### config.mk
export PLATFORM = sky130hd
export DESIGN_NAME = led_fader
export DESIGN_NICKNAME = d
export VERILOG_FILES = /design/src/rtl/led_fader.sv
export SDC_FILE = /design/constraint.sdc
export NUM_CORES = 1
export LEC_CHECK = 0
export BUFFER_PORTS_ARGS = -buffer_cell sky130_fd_sc_hd__buf_2
export CORE_MARGIN = 4
export CORE_UTILIZATION = 55
export DETAILED_ROUTE_END_ITERATION = 8
export PLACE_DENSITY_LB_ADDON = 0.15
export SLEW_MARGIN = 0
export SYNTH_ARGS = -nofsm -noshare
export SYNTH_HDL_FRONTEND = slang
export SYNTH_SLANG_ARGS = --single-unit
### constraint.sdc
create_clock -name clk -period 2.3 [get_ports clk]
set_clock_uncertainty 0.05 [all_clocks]
set_input_delay 0.46 -clock clk [delete_from_list [all_inputs] [get_ports clk]]
set_output_delay 0.46 -clock clk [all_outputs]
set_load 0.05 [all_outputs]
### src/rtl/led_fader.sv
// led_fader: turns the slow on/off blink request into a PWM-driven LED that
// fades linearly up while the request is high and down while it is low.
// Blocks: request register, step prescaler, 4-state ramp FSM with level
// register, free-running PWM counter with period-boundary duty latch.
// Optional build macro LED_FADER_GAMMA_EN: square-law level-to-duty mapping
// (full-on preserved). Without it the duty equals the level directly.
module led_fader #(
  parameter int PWM_BITS = 8,
  parameter int STEP_DIV = 50000
) (
  input  logic                clk,
  input  logic                rst,
  input  logic                req_in,
  output logic                led_out,
  output logic [PWM_BITS-1:0] level,
  output logic                busy
);

  localparam int PRESC_W = (STEP_DIV > 1) ? $clog2(STEP_DIV) : 1;
  localparam logic [PWM_BITS-1:0] MAX_LEVEL  = '1;
  localparam logic [PRESC_W-1:0]  PRESC_LAST = PRESC_W'(STEP_DIV - 1);

  localparam logic [1:0] S_OFF  = 2'd0;
  localparam logic [1:0] S_UP   = 2'd1;
  localparam logic [1:0] S_ON   = 2'd2;
  localparam logic [1:0] S_DOWN = 2'd3;

  // One brightness step in the requested direction, clamped at both ends.
  function automatic logic [PWM_BITS-1:0] step_level(
    input logic [PWM_BITS-1:0] cur,
    input logic                up
  );
    if (up) begin
      return (cur == MAX_LEVEL) ? cur : cur + 1'b1;
    end
    return (cur == '0) ? cur : cur - 1'b1;
  endfunction

  // Brightness level to PWM duty.
  function automatic logic [PWM_BITS-1:0] map_duty(
    input logic [PWM_BITS-1:0] cur
  );
`ifdef LED_FADER_GAMMA_EN
    logic [2*PWM_BITS-1:0] sq;
    sq = {{PWM_BITS{1'b0}}, cur} * {{PWM_BITS{1'b0}}, cur};
    return (cur == MAX_LEVEL) ? MAX_LEVEL : sq[2*PWM_BITS-1:PWM_BITS];
`else
    return cur;
`endif
  endfunction

  logic                req_q;
  logic [1:0]          state;
  logic [1:0]          state_next;
  logic [PWM_BITS-1:0] level_next;
  logic                presc_clr;
  logic [PRESC_W-1:0]  presc;
  logic                step_tick;
  logic [PWM_BITS-1:0] pwm_cnt;
  logic [PWM_BITS-1:0] duty;
  logic [PWM_BITS-1:0] level_up;
  logic [PWM_BITS-1:0] level_dn;

  assign step_tick = (presc == PRESC_LAST);
  assign level_up  = step_level(level, 1'b1);
  assign level_dn  = step_level(level, 1'b0);

  // Ramp FSM: a direction reversal takes priority over a step in that cycle.
  always_comb begin
    state_next = state;
    level_next = level;
    presc_clr  = 1'b0;
    case (state)
      S_OFF: begin
        level_next = '0;
        if (req_q) begin
          state_next = S_UP;
          presc_clr  = 1'b1;
        end
      end
      S_UP: begin
        if (!req_q) begin
          state_next = S_DOWN;
        end else if (step_tick) begin
          level_next = level_up;
          if (level_up == MAX_LEVEL) state_next = S_ON;
        end
      end
      S_ON: begin
        level_next = MAX_LEVEL;
        if (!req_q) begin
          state_next = S_DOWN;
          presc_clr  = 1'b1;
        end
      end
      S_DOWN: begin
        if (req_q) begin
          state_next = S_UP;
        end else if (step_tick) begin
          level_next = level_dn;
          if (level_dn == '0) state_next = S_OFF;
        end
      end
      default: begin
        state_next = S_OFF;
        level_next = '0;
      end
    endcase
  end

  // Request register, FSM state, level and busy flag (busy tracks state exactly).
  always_ff @(posedge clk) begin
    if (rst) begin
      req_q <= 1'b0;
      state <= S_OFF;
      level <= '0;
      busy  <= 1'b0;
    end else begin
      req_q <= req_in;
      state <= state_next;
      level <= level_next;
      busy  <= (state_next == S_UP) || (state_next == S_DOWN);
    end
  end

  // Step prescaler; restarts only when a fresh ramp begins from OFF or ON.
  always_ff @(posedge clk) begin
    if (rst || presc_clr || step_tick) begin
      presc <= '0;
    end else begin
      presc <= presc + 1'b1;
    end
  end

  // PWM: duty reloads only at the period boundary so a pulse is never cut short.
  always_ff @(posedge clk) begin
    if (rst) begin
      pwm_cnt <= '0;
      duty    <= '0;
      led_out <= 1'b0;
    end else begin
      pwm_cnt <= pwm_cnt + 1'b1;
      if (pwm_cnt == MAX_LEVEL) duty <= map_duty(level);
      led_out <= (pwm_cnt < duty) || (duty == MAX_LEVEL);
    end
  end

endmodule

# [Word-level counts from Yosys, hierarchy flattened]
# Index checks and enable logic that the tools add are counted.
[classes] eq_ne=14 magnitude_cmp=1 n_reduce_logical=8 n_addsub=4 muxes=19
[op_table] operator="8-bit two-way mux" count=6
[op_table] operator="8-bit equality test (second input constant)" count=4
[op_table] operator="8-bit case mux with 4 select lines" count=1
[op_table] operator="16-bit by 1-bit adder with 16-bit output (second input constant)" count=1
[op_table] operator="8-bit by 1-bit adder with 8-bit output (second input constant)" count=2
[op_table] operator="16-bit equality test (second input constant)" count=1
[op_table] operator="8-bit logical NOT" count=2
[op_table] operator="2-bit two-way mux" count=8
[op_table] operator="8-bit less-than comparator" count=1
[op_table] operator="2-bit inequality test (second input constant)" count=4
[op_table] operator="2-bit case mux with 4 select lines" count=1
[op_table] operator="8-bit by 1-bit subtractor with 8-bit output (second input constant)" count=1
[op_table] operator="2-bit equality test (second input constant)" count=3
[op_table] operator="2-bit by 1-bit equality test with 1-bit output (second input constant)" count=2
[op_table] operator="1-bit logical OR" count=4
[op_table] operator="4-bit AND reduction" count=1
[op_table] operator="2-bit logical NOT" count=1
[op_table] operator="1-bit two-way mux" count=2
[op_table] operator="1-bit case mux with 2 select lines" count=1
[totals] register_bits=45 inputBits=3

# [Depth between registers and ports, before layout]
# Gate-level depths: netlist of run 1.
[logic_depth] ltp_word=9 mapped_depth=11

# [Worst setup path before layout of run 1]
# OpenSTA, ideal clock, no wires.
[synth_path] kind="register to register" from="register level[0]" to="register busy" stages_incl_launch_ff=12 n_path_buf=3 setup_ns=0.136 arrival_ns=2.532 setup_slack_ns=-0.418 period_less_slack_ns=2.718 cell_sequence="dfxtp_1 > clkbuf_1 > inv_1 > ha_1 > or4b_1 > buf_2 > nor2b_4 > buf_6 > a2bb2oi_1 > or4_1 > o31ai_2 > a31oi_1"
[synth_via] elab_chain_cells=9 elab_cells_between_ends=18 classes_between="2 x add/sub; 4 x eq/ne; 9 x mux; 3 x reduce/logical"
[synth_rtl] item="start: declaration" line="15" rtl="output logic [PWM_BITS-1:0] level,"
[synth_rtl] item="start signal: assignment" line="121" rtl="level <= level_next;"
[synth_rtl] item="8-bit by 1-bit adder with 8-bit output, or another cell as far along" line="34" rtl="return (cur == MAX_LEVEL) ? cur : cur + 1'b1;"
[synth_rtl] item="8-bit two-way mux (on tied branches)" line="34, 36"
[synth_rtl] item="8-bit equality test or 8-bit logical NOT (tied branches)" line="86, 101"
[synth_rtl] item="2-bit two-way mux (on tied branches)" line="86, 101"
[synth_rtl] item="2-bit two-way mux (on tied branches)" line="84, 99"
[synth_rtl] item="2-bit two-way mux (on tied branches)" line="82, 97"
[synth_rtl] item="2-bit case mux with 4 select lines *" line="73" rtl="case (state)"
[synth_rtl] item="2-bit by 1-bit equality test with 1-bit output or 2-bit equality test (tied branches)" line="122" rtl="busy <= (state_next == S_UP) || (state_next == S_DOWN);"
[synth_rtl] item="1-bit logical OR *" line="122"
[synth_rtl] item="end signal: assignment" line="122"
[synth_rtl] item="end: declaration" line="16" rtl="output logic busy"
# Mark *: on every way between the ends. The rest lies on a longest branch, timed or not.
# A chain may end at the register's enable or synchronous reset.

# [Worst setup path after layout of run 1]
[layout_path] from="register level[0]" to="register state[0]"
[layout_via] elab_chain_cells=7 elab_cells_between_ends=15 classes_between="2 x add/sub; 2 x eq/ne; 9 x mux; 2 x reduce/logical"
[layout_rtl] item="8-bit by 1-bit adder with 8-bit output, or another cell as far along" line="34"
[layout_rtl] item="8-bit two-way mux (on tied branches)" line="34, 36"
[layout_rtl] item="8-bit equality test or 8-bit logical NOT (tied branches)" line="86, 101"
[layout_rtl] item="2-bit two-way mux (on tied branches)" line="86, 101"
[layout_rtl] item="2-bit two-way mux (on tied branches)" line="84, 99"
[layout_rtl] item="2-bit two-way mux (on tied branches)" line="82, 97"
[layout_rtl] item="2-bit case mux with 4 select lines *" line="73"
[layout_rtl] item="end signal: assignment" line="120" rtl="state <= state_next;"
[layout_rtl] item="end: declaration" line="53" rtl="logic [1:0] state;"
# Marked as above.

==> results of run 1 <==
-- power by group --
part / internal [µW] / switching (µW) / leakage [µW] / total [µW]
clock: 211 / 263 / 0.0000412 / 474
sequential: 821 / 61.5 / 0.000368 / 882
combinational: 260 / 402 / 0.000690 / 662
-- worst max-delay path, stage by stage (launching register included) --
cell and delay [ps]:
dfxtp_4 370, inv_4 60, ha_4 140, or4b_4 520
nor2b_4 150, a2bb2oi_2 70, or4_4 430, o31ai_4 250
a31oi_1 70
-- worst max-delay path by stage --
stage	startpoint	end	slack (ps)	depth (start not counted)
after floorplan	level[0]$_SDFFE_PP0P_	busy$_SDFF_PP0_	-150	11
after global placement	level[1]$_SDFFE_PP0P_	busy$_SDFF_PP0_	140	8
after detailed placement	level[1]$_SDFFE_PP0P_	state[0]$_SDFF_PP0_	80	8
after CTS	level[1]$_SDFFE_PP0P_	state[0]$_SDFF_PP0_	70	8
after global routing	level[0]$_SDFFE_PP0P_	state[0]$_SDFF_PP0_	3	8
final	level[0]$_SDFFE_PP0P_	state[0]$_SDFF_PP0_	70	8
-- registers in the layout, indices dropped and copies added (netlist names) --
register / flops
req_q: 1
led_out: 1
pwm_cnt: 8
duty: 8
busy: 1
state: 2
presc: 16
level: 8
-- Yosys cell counts (3+ instances only) --
| library cell | n |
|---|---|
| buf_2 | 4 |
| inv_1 | 15 |
| nor3_1 | 11 |
| ha_1 | 11 |
| nand4_1 | 7 |
| nor4b_1 | 3 |
| or3_1 | 5 |
| and3_1 | 7 |
| nor2b_1 | 4 |
| nand2_1 | 27 |
| a21oi_1 | 17 |
| xnor2_1 | 11 |
| dfxtp_1 | 45 |
| clkbuf_1 | 14 |
| a31oi_1 | 5 |
| nor2_1 | 52 |
| nor4_1 | 3 |
| xor2_1 | 9 |
| or4_1 | 3 |
| nand3_1 | 16 |
| a211oi_1 | 3 |
| mux2i_1 | 11 |
| o21a_1 | 3 |
| o21ai_0 | 14 |
-- through the flow --
stage,setup TNS [ps],hold WS [ps],instance area (µm²),util
floorplan,-389,375,2650,-
global placement,0,393,2820,0.629
detailed placement,0,399,2820,0.629
CTS,0,314,2900,0.648
global route,0,306,2970,0.663
finish,0,321,2970,0.663
-- per-layer routing --
layer / GRT usage / up-vias / wire (µm)
met2: 0.338 / 80 / 2920
met3: 0.0527 / 14 / 299
met5: 0 / - / 0
li1: - / 1218 / -
met1: 0.260 / 1136 / 2800
met4: 0.0797 / 0 / 127
-- timing repair --
item,4_1_cts,5_1_grt
setup buffers,0,4
resized for setup,0,10
endpoints found under the setup margin,0,3
-- cells by family after synthesis --
family,share of synthesized area
adder cells (fa/ha/maj),0.0530
multiplexers,0.0424
AO/OA/AOI/OAI,0.158
AND/OR/NAND/NOR,0.277
flip-flops,0.347
XOR/XNOR,0.0675
buffers and inverters,0.0554
-- cell type report --
| cell class | instances | area share |
|---|---|---|
| clock buffer | 6 | 0.0245 |
| sequential | 45 | 0.307 |
| tap | 52 | 0.0219 |
| inverter | 15 | 0.0198 |
| multi-input combinational | 251 | 0.544 |
| timing repair buffer | 36 | 0.0793 |
| clock inverter | 1 | 0.00295 |
==> metrics, run 1 <==
Synth top area share=0.347; Setup WS pre-CTS=79.8 ps; Reg2Reg Launch Point=level[0]$_SDFFE_PP0P_; Post-Syn Area=roughly 0.0026 mm²; Vias=between 2000 and 2500; Boundary Pins=13; FF-to-FF setup slack=a little under 70 ps; Post-synth EDFFs=0; grt ovf=0; iteration-0 DRC count of the detailed router=149; Power, Total=2020 µW; clock buffer depth=2; Cell variety after synth=47; Slew Viols, Final=0; Max Fclk=~450 MHz; hold violation count in the final report=0; Die Wd=around 77 µm; Most used DFF post-synth=dfxtp_1; power per standard cell area=681 mW/mm²; Least-Margin Pin Slew=about 510 ps; Setup CP Type=flip-flop to flip-flop; DRC violations left=0; CP max FO=6; Hold Startpoint=req_in; layout cell share with drive strength beyond 1=0.167; Filler cells=around 370; hpwl dp=around 4300 µm; storage element area=just over 900 µm²; Cell Rows=24; top cell type by total area after synthesis=dfxtp_1; # placed instances=just under 400; worst min path class=primary input to flip-flop; drt total wl=just over 6000 µm; Synth-to-Final Area Change=14.2%; Seq/Total Area, Yosys=0.347; Layout Nets=about 370; first-pass GRT wire length=between 9000 and 10000 µm; root buffer cell=clkbuf_8; Startpoint Class=flip-flop; Final WS setup=slightly below 70 ps; final setup vio count=0; antenna violations before repair=0; Synth warnings=0; CTS buffer count=5; relative slew slack=0.662; worst path arrival time=around 2400 ps; status=complete, no violations; Tcrit/Tclk final=0.971; Antenna Nets Post-Route=0; diode count=0; non-filler cells, final=about 410; H-tree depth=2; Cells after Synth=about 330; die area=0.00588 mm²; R2R cell count=8; Syn Area/Cell=roughly 7.8 µm²; most frequent cells in the layout=52 x nor2_1, 41 x dfxtp_1, 27 x nand2_1, 22 x buf_4, 17 x a21oi_1; Synth async-reset ratio=0; pin count of the biggest net entering global routing=29; Crit. End Element=flip-flop; CTS tree=done; Die Ht=about 77 µm; unrepaired setup endpoints after global routing=yes; post-layout min period=2230 ps; core footprint=0.00447 mm²; max-cap violations=0; worst r2r dst=state[0]$_SDFF_PP0_; clock-pin slew on the worst setup and hold paths=80 ps; leak pwr=about 0.0011 µW; RePlAce Congestion=roughly 0.93; Synth area leaders=dfxtp_1 35%, nor2_1 7.5%, ha_1 5.3%, mux2i_1 4.2%, nand2_1 3.9%; IO Port Bufs=12; Worst VDD drop=around 0.44 mV; Overall Global Routing Usage=0.207; vias per cell=between 6 and 7; Yosys reg bits=between 40 and 50; hold path depth=2; Worst Path Required=roughly 2400 ps; initial core utilization=0.580; wire length per cell=15.1 µm; vias in the first global route=roughly 2100; post-cts hold buffer count=0; commonest non-fill, non-tap cell in the layout=nor2_1; number of clock sinks=45; Detailed Routing Iterations Pass 1=4; area of the multi-input gates=roughly 0.0016 mm²; clock latency on the worst-skew pair=about 300 ps; post-synth net total=~350; worst min-delay path endpoint=req_q$_SDFF_PP0_
(Power assumes the default switching activity.)
==> run 2, diff against run 1 <==
--- a/config.mk
+++ b/config.mk
@@ -6,7 +6,7 @@
 export NUM_CORES = 1
 export LEC_CHECK = 0
 export BUFFER_PORTS_ARGS = -buffer_cell sky130_fd_sc_hd__buf_2
-export CORE_MARGIN = 4
+export CORE_MARGIN = 3
 export CORE_UTILIZATION = 55
 export DETAILED_ROUTE_END_ITERATION = 8
 export PLACE_DENSITY_LB_ADDON = 0.15
==> constraint.sdc (replaced) <==
create_clock -name clk -period 2.02 [get_ports clk]
set_clock_uncertainty 0.05 [all_clocks]
set_input_delay 0.404 -clock clk [delete_from_list [all_inputs] [get_ports clk]]
set_output_delay 0.404 -clock clk [all_outputs]
set_load 0.05 [all_outputs]
==> run 2 against run 1 <==
Compared with the run above: the flow now finishes with violations (setup timing); wire length rose by 16%; worst hold slack got worse by 58 ps; highest routed layer unchanged; cell count rose by 9.9%; largest power group unchanged; first-iteration DRC count rose by 38%; clock power rose by 49%.
==> metrics, run 2 (synthesis results as in run 1) <==
wire length per cell=16.0 µm (+5.7%); Final WS setup=-161 ps (-228 ps); CTS tree=done; Reg2Reg Launch Point=level[1]$_SDFFE_PP0P_; hold violation count in the final report=0 (unchanged); iteration-0 DRC count of the detailed router=206 (+38%); commonest non-fill, non-tap cell in the layout=buf_4; Slew Viols, Final=0 (unchanged); leak pwr=0.00134 µW (+22%); Boundary Pins=13 (unchanged); IO Port Bufs=12 (unchanged); clock latency on the worst-skew pair=310 ps (about the same); DRC violations left=0 (unchanged); number of clock sinks=45 (unchanged); clock buffer depth=2 (unchanged); Antenna Nets Post-Route=0 (unchanged); first-pass GRT wire length=11000 µm (+11%); vias per cell=5.98 (-0.79%); drt total wl=7140 µm (+16%); CTS buffer count=5 (unchanged); Startpoint Class=flip-flop; cell area after layout=0.00334 mm² (+13%); failing checks=setup timing; layout cell share with drive strength beyond 1=0.266 (+0.0998); placed cell areas=0.00312 mm² (+11%); pin count of the biggest net entering global routing=22 (-24%); vias in the first global route=2411 (+14%); final setup TNS=-456 ps (-456 ps); Cell Rows=24 (unchanged); diode count=0 (unchanged); Worst VDD drop=0.631 mV (+44%); Hold Startpoint=req_in; final setup vio count=3 (+3); power per standard cell area=792 mW/mm² (+16%); RePlAce Congestion=0.942 (+1.2%); CP max FO=4 (-2); initial core utilization=0.584 (+0.00392); core footprint=0.00444 mm² (-0.67%); grt ovf=0 (unchanged); root buffer cell=clkbuf_8; max-cap violations=0 (unchanged); Synth-to-Final Area Change=28.5%; Vias=2668 (+9.0%); relative slew slack=0.647 (-0.0147); most flop-heavy register=presc; Overall Global Routing Usage=0.260 (+0.0528); Worst Path Required=2140 ps (-280 ps); Least-Margin Pin Slew=527 ps (+21.3 ps); unrepaired setup endpoints after global routing=yes; Crit. End Element=flip-flop; post-route core utilization=0.751 (+0.0881); worst path arrival time=2300 ps (-50 ps); hpwl dp=4970 µm (+15%); Max Fclk=459 MHz (+2.4%); worst min path class=primary input to flip-flop; post-cts hold buffer count=0 (unchanged); post-layout min period=2180 ps (-52.1 ps); Setup WS pre-CTS=-208 ps (-288 ps); die area=0.00558 mm² (-5.1%); Die Ht=74.7 µm (-2.6%); antenna violations before repair=0 (unchanged); max reg flops=16 (unchanged); clock-pin slew on the worst setup and hold paths=90 ps (about the same); status=complete, but fails checks; Die Wd=74.7 µm (-2.6%); Setup CP Type=flip-flop to flip-flop; H-tree depth=2 (unchanged); FF-to-FF setup slack=-160 ps (-230 ps); Tcrit/Tclk final=1.08 (+0.109); Detailed Routing Iterations Pass 1=5 (+1); most frequent cells in the layout=63 x buf_4, 51 x nor2_1, 41 x dfxtp_1, 27 x nand2_1, 17 x a21oi_1; Layout Nets=407 (+11%); crit path from=level[1]$_SDFFE_PP0P_
==> run 2: cell types whose count changed in the layout (fill, tap and decap cells not counted), sizes merged <==
cell,previous run,this run
clkbuf,8,6
bufinv,0,1
buf,34,75
==> run 2: layer usage <==
layer,part of all wire,up-vias,GRT usage
met2,0.47,100,0.411
li1,-,1292,-
met4,0.032,0,0.113
met3,0.061,23,0.0427
met5,0,-,0
met1,0.44,1253,0.350
==> run 2: power by group <==
| group | switching [µW] | internal (µW) |
|---|---|---|
| logic | 526 | 410 |
| registers | 69.2 | 934 |
| clock network | 332 | 372 |
| total | 927 | 1720 |
==> run 2: worst max-delay path, stage by stage, from the launching register on <==
cell and delay [ps]:
dfxtp_4 370, inv_2 70, ha_4 120, or4b_4 510
nor2b_4 160, a2bb2oi_2 70, or4_4 430, o31ai_4 200
a31oi_1 80
==> run 2: path summary, 6_finish.rpt <==
| check | to | depth (start not counted) |
|---|---|---|
| min reg2reg | pwm_cnt[0]$_SDFF_PP0_ | 1 |
| min | req_q$_SDFF_PP0_ | 2 |
| max | busy$_SDFF_PP0_ | 8 |
| max reg2reg | busy$_SDFF_PP0_ | 8 |
==> run 2: cell type report <==
type / instances / area [µm²]
inverters: 15 / 58.8
clock inverters: 2 / 38.8
flip-flops and latches: 45 / 911
repair buffers: 75 / 533
multi-input cells: 251 / 1660
clock buffers: 6 / 72.6
fillers: 322 / 1110
well taps: 52 / 65.1
==> run 2: what timing repair did <==
item,CTS,global route
hold endpoints to repair,0,0
pin swaps,1,4
buffers inserted,3,1
resized for setup,3,14
endpoints found under the setup margin,3,9
==> run 2: metrics by stage <==
step | std cells | hold WS [ps] | total power [µW]
2_1_floorplan | 331 | 375 | 1570
3_3_place_gp | 434 | 393 | 1820
3_5_place_dp | 434 | 400 | 1840
4_1_cts | 445 | 264 | 2560
5_1_grt | 446 | 287 | 2770
6_report | 446 | 263 | 2640
==> run 3, diff against run 2 <==
--- a/config.mk
+++ b/config.mk
@@ -5,6 +5,7 @@
 export SDC_FILE = /design/constraint.sdc
 export NUM_CORES = 1
 export LEC_CHECK = 0
+export ABC_AREA = 1
 export BUFFER_PORTS_ARGS = -buffer_cell sky130_fd_sc_hd__buf_2
 export CORE_MARGIN = 3
 export CORE_UTILIZATION = 55
==> run 3 against run 2 <==
Compared with the run above: the flow now finishes without violations; clock-buffer cell count grew 1; sequential share of layout area grew 3.1 points; setup slack gained 250 ps; wire length shrank 15%; total power shrank 8.7%; final area shrank 9.9%; critical path type unchanged; largest cell class unchanged.
==> metrics, run 3 <==
status=complete, no violations; DRC violations left=0 (unchanged); clock buffer depth=2 (unchanged); grt ovf=0 (unchanged); Crit. End Element=flip-flop; wire length per cell=13.4 µm (-16%); Synth top cells by count=70 x nand2_1, 47 x inv_1, 45 x dfxtp_1; drt total wl=6100 µm (-15%); Net Sw Frac=0.347 (-0.00379); vias per cell=5.55 (-7.2%); Synth top area share=0.339 (-0.00753); initial core utilization=0.589 (+0.00499); post-layout min period=1930 ps (-248 ps); hold violation count in the final report=0 (unchanged); Least-Margin Pin Slew=384 ps (-143 ps); Cell Rows=24 (unchanged); CTS buffer count=5 (unchanged); GR Util met3=0.0396 (-0.00315); Synth area leaders=dfxtp_1 34%, nand2_1 9.9%, inv_1 6.6%, a21oi_1 6.6%, o21ai_0 5.8%; power per standard cell area=803 mW/mm² (+1.3%); core footprint=0.00450 mm² (+1.4%); Synth-to-Final Area Change=13.3%; M2 GR Usage=0.379 (-0.0320); Syn Area/Cell=7.04 µm² (-10%); most common cell in the netlist=nand2_1; Synth async-reset ratio=0 (unchanged); Die Ht=75.5 µm (+1.0%); most frequent cells in the layout=69 x nand2_1, 47 x inv_1, 39 x dfxtp_1, 38 x nor2_1, 35 x a21oi_1; Cell variety after synth=39 (-17%); layout cell share with drive strength beyond 1=0.188 (-0.0784); vias in the first global route=2295 (-4.8%); M1 GR Usage=0.298 (-0.0517); GRT busiest layer=met2; FF-to-FF setup slack=90 ps (+250 ps); final setup vio count=0 (-3); Setup CP Type=flip-flop to flip-flop; worst min path class=primary input to flip-flop; max reg flops=16 (unchanged); post-cts hold buffer count=0 (unchanged); hold slack final=261 ps (-1.87 ps); H-tree depth=2 (unchanged); Die Wd=75.5 µm (+1.0%); Synth warnings=0 (unchanged); Layout Nets=417 (+2.5%); Worst Path Required=2150 ps (about the same); logic gate share of total power=0.288 (-0.066); CP max FO=6 (+2); IO Port Bufs=12 (unchanged); Vias=2532 (-5.1%); CTS tree=done; final setup TNS=0 ps (+456 ps); diode count=0 (unchanged); RePlAce Congestion=0.892 (-5.2%); post-synth net total=391 (+13%); antenna violations before repair=0 (unchanged); top cell type by total area after synthesis=dfxtp_1; hpwl dp=4440 µm (-11%); relative slew slack=0.741 (+0.0941); Max Fclk=517 MHz (+13%); clock latency on the worst-skew pair=290 ps (-20 ps); worst path arrival time=2060 ps (-240 ps); Post-synth EDFFs=0 (unchanged); Tcrit/Tclk final=0.957 (-0.123); Slew Viols, Final=0 (unchanged); root buffer cell=clkbuf_8; iteration-0 DRC count of the detailed router=115 (-44%); Psw=838 µW (-9.7%); Yosys reg bits=45 (unchanged); Setup WS pre-CTS=61.0 ps (+269 ps); Overall Global Routing Usage=0.227 (-0.0329); clock-pin slew on the worst setup and hold paths=90 ps (about the same); Startpoint Class=flip-flop; number of clock sinks=45 (unchanged); die area=0.00569 mm² (+2.0%); Worst VDD drop=0.383 mV (-39%); pin count of the biggest net entering global routing=22 (unchanged); Pint=1580 µW (-8.2%); Seq/Total Area, Yosys=0.339 (-0.00753); Final WS setup=87.3 ps (+248 ps); Post-Syn Area=0.00265 mm² (+2.2%); leak pwr=0.00127 µW (-4.9%); max-cap violations=0 (unchanged); Antenna Nets Post-Route=0 (unchanged); clock power share=0.293 (+0.027); Boundary Pins=13 (unchanged); commonest non-fill, non-tap cell in the layout=nand2_1; Cells after Synth=377 (+14%); most flop-heavy register=presc; post-route core utilization=0.668 (-0.0833); Most used DFF post-synth=dfxtp_1; Detailed Routing Iterations Pass 1=4 (-1); first-pass GRT wire length=10000 µm (-9.2%); Seq pwr share=0.419 (+0.039)
==> run 3: cell families after synthesis <==
| family | count (synthesis) | synth area share |
|---|---|---|
| simple gates | 171 | 0.309 |
| compound gates | 80 | 0.170 |
| buf+inv | 61 | 0.100 |
| fa+ha+maj | 11 | 0.0519 |
| flops | 45 | 0.339 |
| xor+xnor | 9 | 0.0297 |
==> run 3: routing by layer <==
metal / vias up / wire length (µm)
li1: 1299 / -
met1: 1176 / 2920
met2: 49 / 2900
met3: 8 / 203
met4: 0 / 73
met5: - / 0
==> run 3: timing repair <==
action,in CTS,in global routing
setup endpoints to repair,0,10
setup buffers,0,5
gates resized for setup,0,13
==> run 3: through the flow <==
stage	instance area (µm²)	cells	total power, µW
after detailed placement	2810	442	1690
after global routing	3010	456	2560
final	3010	456	2410
after floorplan	2660	377	1530
after CTS	2920	450	2400
after global placement	2810	442	1680
==> run 3: path summary, 6_finish.rpt <==
check	start	to	depth (start not counted)
setup / recovery	level[3]$_SDFFE_PP0P_	state[1]$_SDFF_PP0_	10
hold / removal	req_in	req_q$_SDFF_PP0_	3
setup reg to reg	level[3]$_SDFFE_PP0P_	state[1]$_SDFF_PP0_	10
hold reg to reg	presc[0]$_SDFF_PP0_	presc[0]$_SDFF_PP0_	1
==> run 3: cell type report <==
| type | count | area [µm²] |
|---|---|---|
| clock inverter | 1 | 30.0 |
| tap | 52 | 65.1 |
| clock buffer | 7 | 86.3 |
| multi-input combinational | 272 | 1520 |
| timing repair buffer | 29 | 200 |
| inverter | 50 | 188 |
| fill | 416 | 1500 |
| sequential | 45 | 913 |
==> run 3: critical path: stages (launching register included) <==
cell and delay, ps:
dfxtp_1 480, inv_1 140, nor2_4 170, buf_4 140, xnor2_1 100, nand2_1 90, nand2_1 80, nor2_2 50
buf_4 120, a211oi_1 310, nor3_1 70
==> run 3: power groups by stage <==
stage          clock [µW]  combinational, µW  sequential [µW]
2_1_floorplan           0                439             1100
3_3_place_gp            0                655             1030
3_5_place_dp            0                662             1030
4_1_cts               729                665             1010
5_1_grt               762                776             1020
6_report              707                695             1010
